<file path="src/rtl/clk_freq_meter.sv">
// Gated frequency counter: counts rising edges of an asynchronous input over a
// fixed window of GATE_CYCLES clk cycles and reports the count once per window.
module clk_freq_meter #(
  parameter int GATE_CYCLES = 40000,
  parameter int CNT_W       = 16
) (
  input  logic             clk,
  input  logic             rst,
  input  logic             sig_in,
  input  logic             enable,
  output logic [CNT_W-1:0] freq,
  output logic             freq_valid,
  output logic             overflow,
  output logic             no_signal
);

  localparam int GW = (GATE_CYCLES > 2) ? $clog2(GATE_CYCLES) : 1;
  localparam logic [GW-1:0]    GATE_LAST = GW'(GATE_CYCLES - 1);
  localparam logic [CNT_W-1:0] CNT_MAX   = '1;

  typedef enum logic [1:0] {IDLE, GATE, LATCH} state_t;

  state_t           state_q, state_d;
  logic             sync1_q, sync1_d;
  logic             sync2_q, sync2_d;
  logic             hist_q, hist_d;
  logic [GW-1:0]    gate_cnt_q, gate_cnt_d;
  logic [CNT_W-1:0] edge_cnt_q, edge_cnt_d;
  logic             ovf_flag_q, ovf_flag_d;
  logic [CNT_W-1:0] freq_q, freq_d;
  logic             freq_valid_q, freq_valid_d;
  logic             overflow_q, overflow_d;
  logic             no_signal_q, no_signal_d;

  logic             rise;
  logic [CNT_W-1:0] cnt_inc;
  logic             flag_inc;

  always_ff @(posedge clk or posedge rst) begin
    if (rst) begin
      state_q      <= IDLE;
      sync1_q      <= 1'b0;
      sync2_q      <= 1'b0;
      hist_q       <= 1'b0;
      gate_cnt_q   <= '0;
      edge_cnt_q   <= '0;
      ovf_flag_q   <= 1'b0;
      freq_q       <= '0;
      freq_valid_q <= 1'b0;
      overflow_q   <= 1'b0;
      no_signal_q  <= 1'b0;
    end else begin
      state_q      <= state_d;
      sync1_q      <= sync1_d;
      sync2_q      <= sync2_d;
      hist_q       <= hist_d;
      gate_cnt_q   <= gate_cnt_d;
      edge_cnt_q   <= edge_cnt_d;
      ovf_flag_q   <= ovf_flag_d;
      freq_q       <= freq_d;
      freq_valid_q <= freq_valid_d;
      overflow_q   <= overflow_d;
      no_signal_q  <= no_signal_d;
    end
  end

  always_comb begin
    sync1_d = sig_in;
    sync2_d = sync1_q;
    hist_d  = sync2_q;
    rise    = sync2_q & ~hist_q;

    // Saturating edge count including this cycle's edge
    cnt_inc  = edge_cnt_q;
    flag_inc = ovf_flag_q;
    if (rise) begin
      if (edge_cnt_q == CNT_MAX) begin
        flag_inc = 1'b1;
      end else begin
        cnt_inc = edge_cnt_q + 1'b1;
      end
    end

    state_d      = state_q;
    gate_cnt_d   = '0;
    edge_cnt_d   = '0;
    ovf_flag_d   = 1'b0;
    freq_d       = freq_q;
    overflow_d   = overflow_q;
    no_signal_d  = no_signal_q;
    freq_valid_d = 1'b0;

    case (state_q)
      IDLE: begin
        if (enable) state_d = GATE;
      end
      GATE: begin
        if (!enable) begin
          state_d = IDLE;
        end else if (gate_cnt_q == GATE_LAST) begin
          // Results are loaded on entry so they are already visible while
          // the LATCH cycle presents the freq_valid pulse.
          state_d      = LATCH;
          freq_d       = cnt_inc;
          overflow_d   = flag_inc;
          no_signal_d  = (cnt_inc == '0);
          freq_valid_d = 1'b1;
        end else begin
          gate_cnt_d = gate_cnt_q + 1'b1;
          edge_cnt_d = cnt_inc;
          ovf_flag_d = flag_inc;
        end
      end
      LATCH: begin
        state_d = enable ? GATE : IDLE;
      end
      default: begin
        state_d = IDLE;
      end
    endcase
  end

  assign freq       = freq_q;
  assign freq_valid = freq_valid_q;
  assign overflow   = overflow_q;
  assign no_signal  = no_signal_q;

endmodule

</file>
<file path="config.mk">
export PLATFORM = sky130hd
export DESIGN_NAME = clk_freq_meter
export DESIGN_NICKNAME = d
export VERILOG_FILES = /design/src/rtl/clk_freq_meter.sv
export SDC_FILE = /design/constraint.sdc
export NUM_CORES = 1
export LEC_CHECK = 0
export ABC_AREA = 1
export CORE_MARGIN = 2
export CORE_UTILIZATION = 55
export CTS_CLUSTER_DIAMETER = 30
export DETAILED_ROUTE_END_ITERATION = 12
export PLACE_DENSITY_LB_ADDON = 0.25
export SLEW_MARGIN = 20
export SYNTH_ARGS = -nofsm -noshare
export SYNTH_HDL_FRONTEND = slang
export SYNTH_SLANG_ARGS = --single-unit
</file>
<file path="constraint.sdc">
create_clock -name clk -period 2.5 [get_ports clk]
set_clock_uncertainty 0.15 [all_clocks]
set_input_delay 0.5 -clock clk [delete_from_list [all_inputs] [get_ports clk]]
set_output_delay 0.5 -clock clk [all_outputs]
set_load 0.02 [all_outputs]
</file>
==> qor.txt <==
total grt overflow = 0
aggregate global-route resource usage = 22.9%
Clock Tree Root = clkbuf_8
GPL Wtd Cong = 0.865
slew of the pin with the lowest slew margin = 474 ps
initial antenna violation count = 0
# placed instances = 456
Post-synth top flop = dfrtp_1
sequential area share after synthesis = 48.9%
CTS sink cnt = 57
CP endpoint kind = flop
number of placed I/O pins = 23
commonest cells in the netlist = 88 x nand2_1, 57 x dfrtp_1, 51 x inv_1
drt first-iter violations = 140
CTS tree = built
count leader, synth = nand2_1
Core Footprint = 0.00511 mm²
share of the synthesized area in the top cell type = 48.9%
post-cts gate resize count = 0
clk slew on worst S/H paths = 60 ps
Initial Utilization = 57.2%
Max Clk Rate = 448 MHz
largest family of logic cells by synthesized area = simple AND/OR/NAND/NOR gates
DRT antenna net count = 0
number of distinct library cells after synthesis = 30
synth warn = 0
post-CTS setup buffer count = 0
Clock Tree Buf Depth = 2
vias in the first global route = 2176
routed via count = 2396
fin util = 66.9%
Die X = 76.9 µm
synthesized-area fraction occupied by adder cells = 0.857%
Area after DPL = 0.00322 mm²
Total Power = 1.94 mW
Syn Inst Count = 368
WP data arrival = 2360 ps
DR pass1 iterations = 4
Async S/R FF share, synth = 100%
Worst Setup Start Kind = flop
Pwr Density = 566 mW/mm²
Via density = 5.09
Max FO, Critical Path = 12
HP Class = flop to flop
non-filler cells, final = 471
mux contribution to synthesized area = 0%
setup_tns = 0 ps
final hold slack = 197 ps
port bufs = 22
leakage = 1.61 nW
DIE HEIGHT = 76.9 µm
# nets final = 403
top post-synthesis cells by area = dfrtp_1 49%, nand2_1 11%, inv_1 6.6%, nor2_1 5.5%, nand3_1 3.8%
EDFF count, synth = 0
status = finished, final reports clean
Hold Fails Final Rpt = 0
largest net degree at the start of global routing = 31
Synth Register Bits = 57
fin area = 0.00342 mm²
worst skew pair latency = 340 ps
Worst slew margin = 68.4%
post-synthesis compound-gate area fraction = 8.70%
placed wire-length estimate = 4480 µm
share of layout cells above drive strength 1 = 12.5%
Mapped Avg Cell Area = 7.93 µm²
post-synthesis cell area = 0.00292 mm²
XOR/XNOR Fraction of Synth Area = 1.50%
max-slew violation count = 0
n_diodes = 0
cell accounting for the most synthesized area = dfrtp_1
Layout area overhead = 17.1%
min Tclk post-route = 2230 ps
pre-CTS WS = 207 ps
CP required = 2630 ps
final worst slack = 269 ps
row cnt = 26
final setup fails = 0
WL per Instance = 13.0 µm
DRT Wirelength = 6120 µm
Mapped Nets = 374
Post-Synth Simple-Gate Area = 31.4%
htree depth = 3
filler instances = 426
Final Cycle Share = 89.2%
total CTS buffers = 9
crit path kind = flop to flop
first-pass GRT wire length = 10400 µm
DRC viols = 0
Die Footprint = 0.00591 mm²
Max Cap Viol = 0
VDD IR-drop max = 376 µV
hold_buf cts = 0
RSZ-0062 raised after global routing = false
==> routing by layer <==
| layer | GRT usage (%) | vias to the layer above | part of all wire [%] |
|---|---|---|---|
| met5 | 0 | - | 0 |
| met4 | 10.4 | 0 | 1.8 |
| met3 | 4.94 | 9 | 3.9 |
| met2 | 33.7 | 53 | 45 |
| met1 | 32.7 | 1120 | 49 |
| li1 | - | 1214 | - |
==> sequential cells by signal, indices dropped and copies added, names as in the netlist <==
| register | count |
|---|---|
| freq_valid | 1 |
| hist_d | 1 |
| sync1_q | 1 |
| freq | 16 |
| hist_q | 1 |
| state_q | 2 |
| edge_cnt_q | 16 |
| gate_cnt_q | 16 |
| ovf_flag_q | 1 |
| no_signal | 1 |
| overflow | 1 |
==> final cells by class <==
cell class	instances	area [µm²]	area share, %
Clock buffer	12	155	4.54
Clock inverter	3	40.0	1.17
Tap cell	70	87.6	2.56
Multi-Input combinational cell	248	1240	36.3
Inverter	55	206	6.04
Timing Repair Buffer	26	263	7.69
Sequential cell	57	1430	41.7
==> kinds of logic after synthesis <==
family,after synthesis
AOI/OAI and AO/OA,47
DFF,57
buffers and inverters,63
adders and majority gates,2
xor gates and xnor gates,5
and+or+nand+nor,194
==> placed cells by master, fill, tap and decap left out, types with 11 or more instances in the layout <==
| cell | netlist | layout |
|---|---|---|
| o21ai_0 | 14 | 14 |
| nand2_1 | 88 | 88 |
| clkdlybuf4s50_1 | 0 | 22 |
| nor2_1 | 43 | 43 |
| o21ai_1 | 16 | 16 |
| inv_1 | 51 | 50 |
| nor2_2 | 11 | 11 |
| dfrtp_1 | 57 | 57 |
| clkbuf_8 | 0 | 11 |
| nand3_1 | 22 | 22 |
| a21oi_1 | 13 | 13 |
==> where the power goes <==
group / internal, mW / leakage [nW] / switching [mW]
clock: 0.506 / 0.102 / 0.344
combinational: 0.0479 / 0.761 / 0.0818
sequential: 0.943 / 0.749 / 0.0132
==> critical path, cell delays in order (launching register included) <==
cell	delay [ps]
dfrtp_1	400
ha_1	230
nand2_2	80
nor2_4	220
nand4_4	240
nand2_1	140
nand2_1	60
nand2_1	120
nand2_1	80
nor2_1	110
nand2_1	80
nor2_1	90
nand2_1	90
nand2_1	70
==> path summary, 6_finish.rpt <==
kind / endpoint / cells after the start / slack [ps] / start
max: no_signal$_DFFE_PP0P_ / 13 / 270 / edge_cnt_q[0]$_DFF_PP0_
min: hist_d$_DFF_PP0_ / 0 / 200 / sync1_q$_DFF_PP0_
max reg2reg: no_signal$_DFFE_PP0P_ / 13 / 270 / edge_cnt_q[0]$_DFF_PP0_
min reg2reg: hist_d$_DFF_PP0_ / 0 / 200 / sync1_q$_DFF_PP0_
max in group asynchronous: gate_cnt_q[9]$_DFF_PP0_ / 3 / 1400 / rst
min in group asynchronous: gate_cnt_q[3]$_DFF_PP0_ / 2 / 320 / rst
Note: power is estimated with default switching activity, not from simulation.
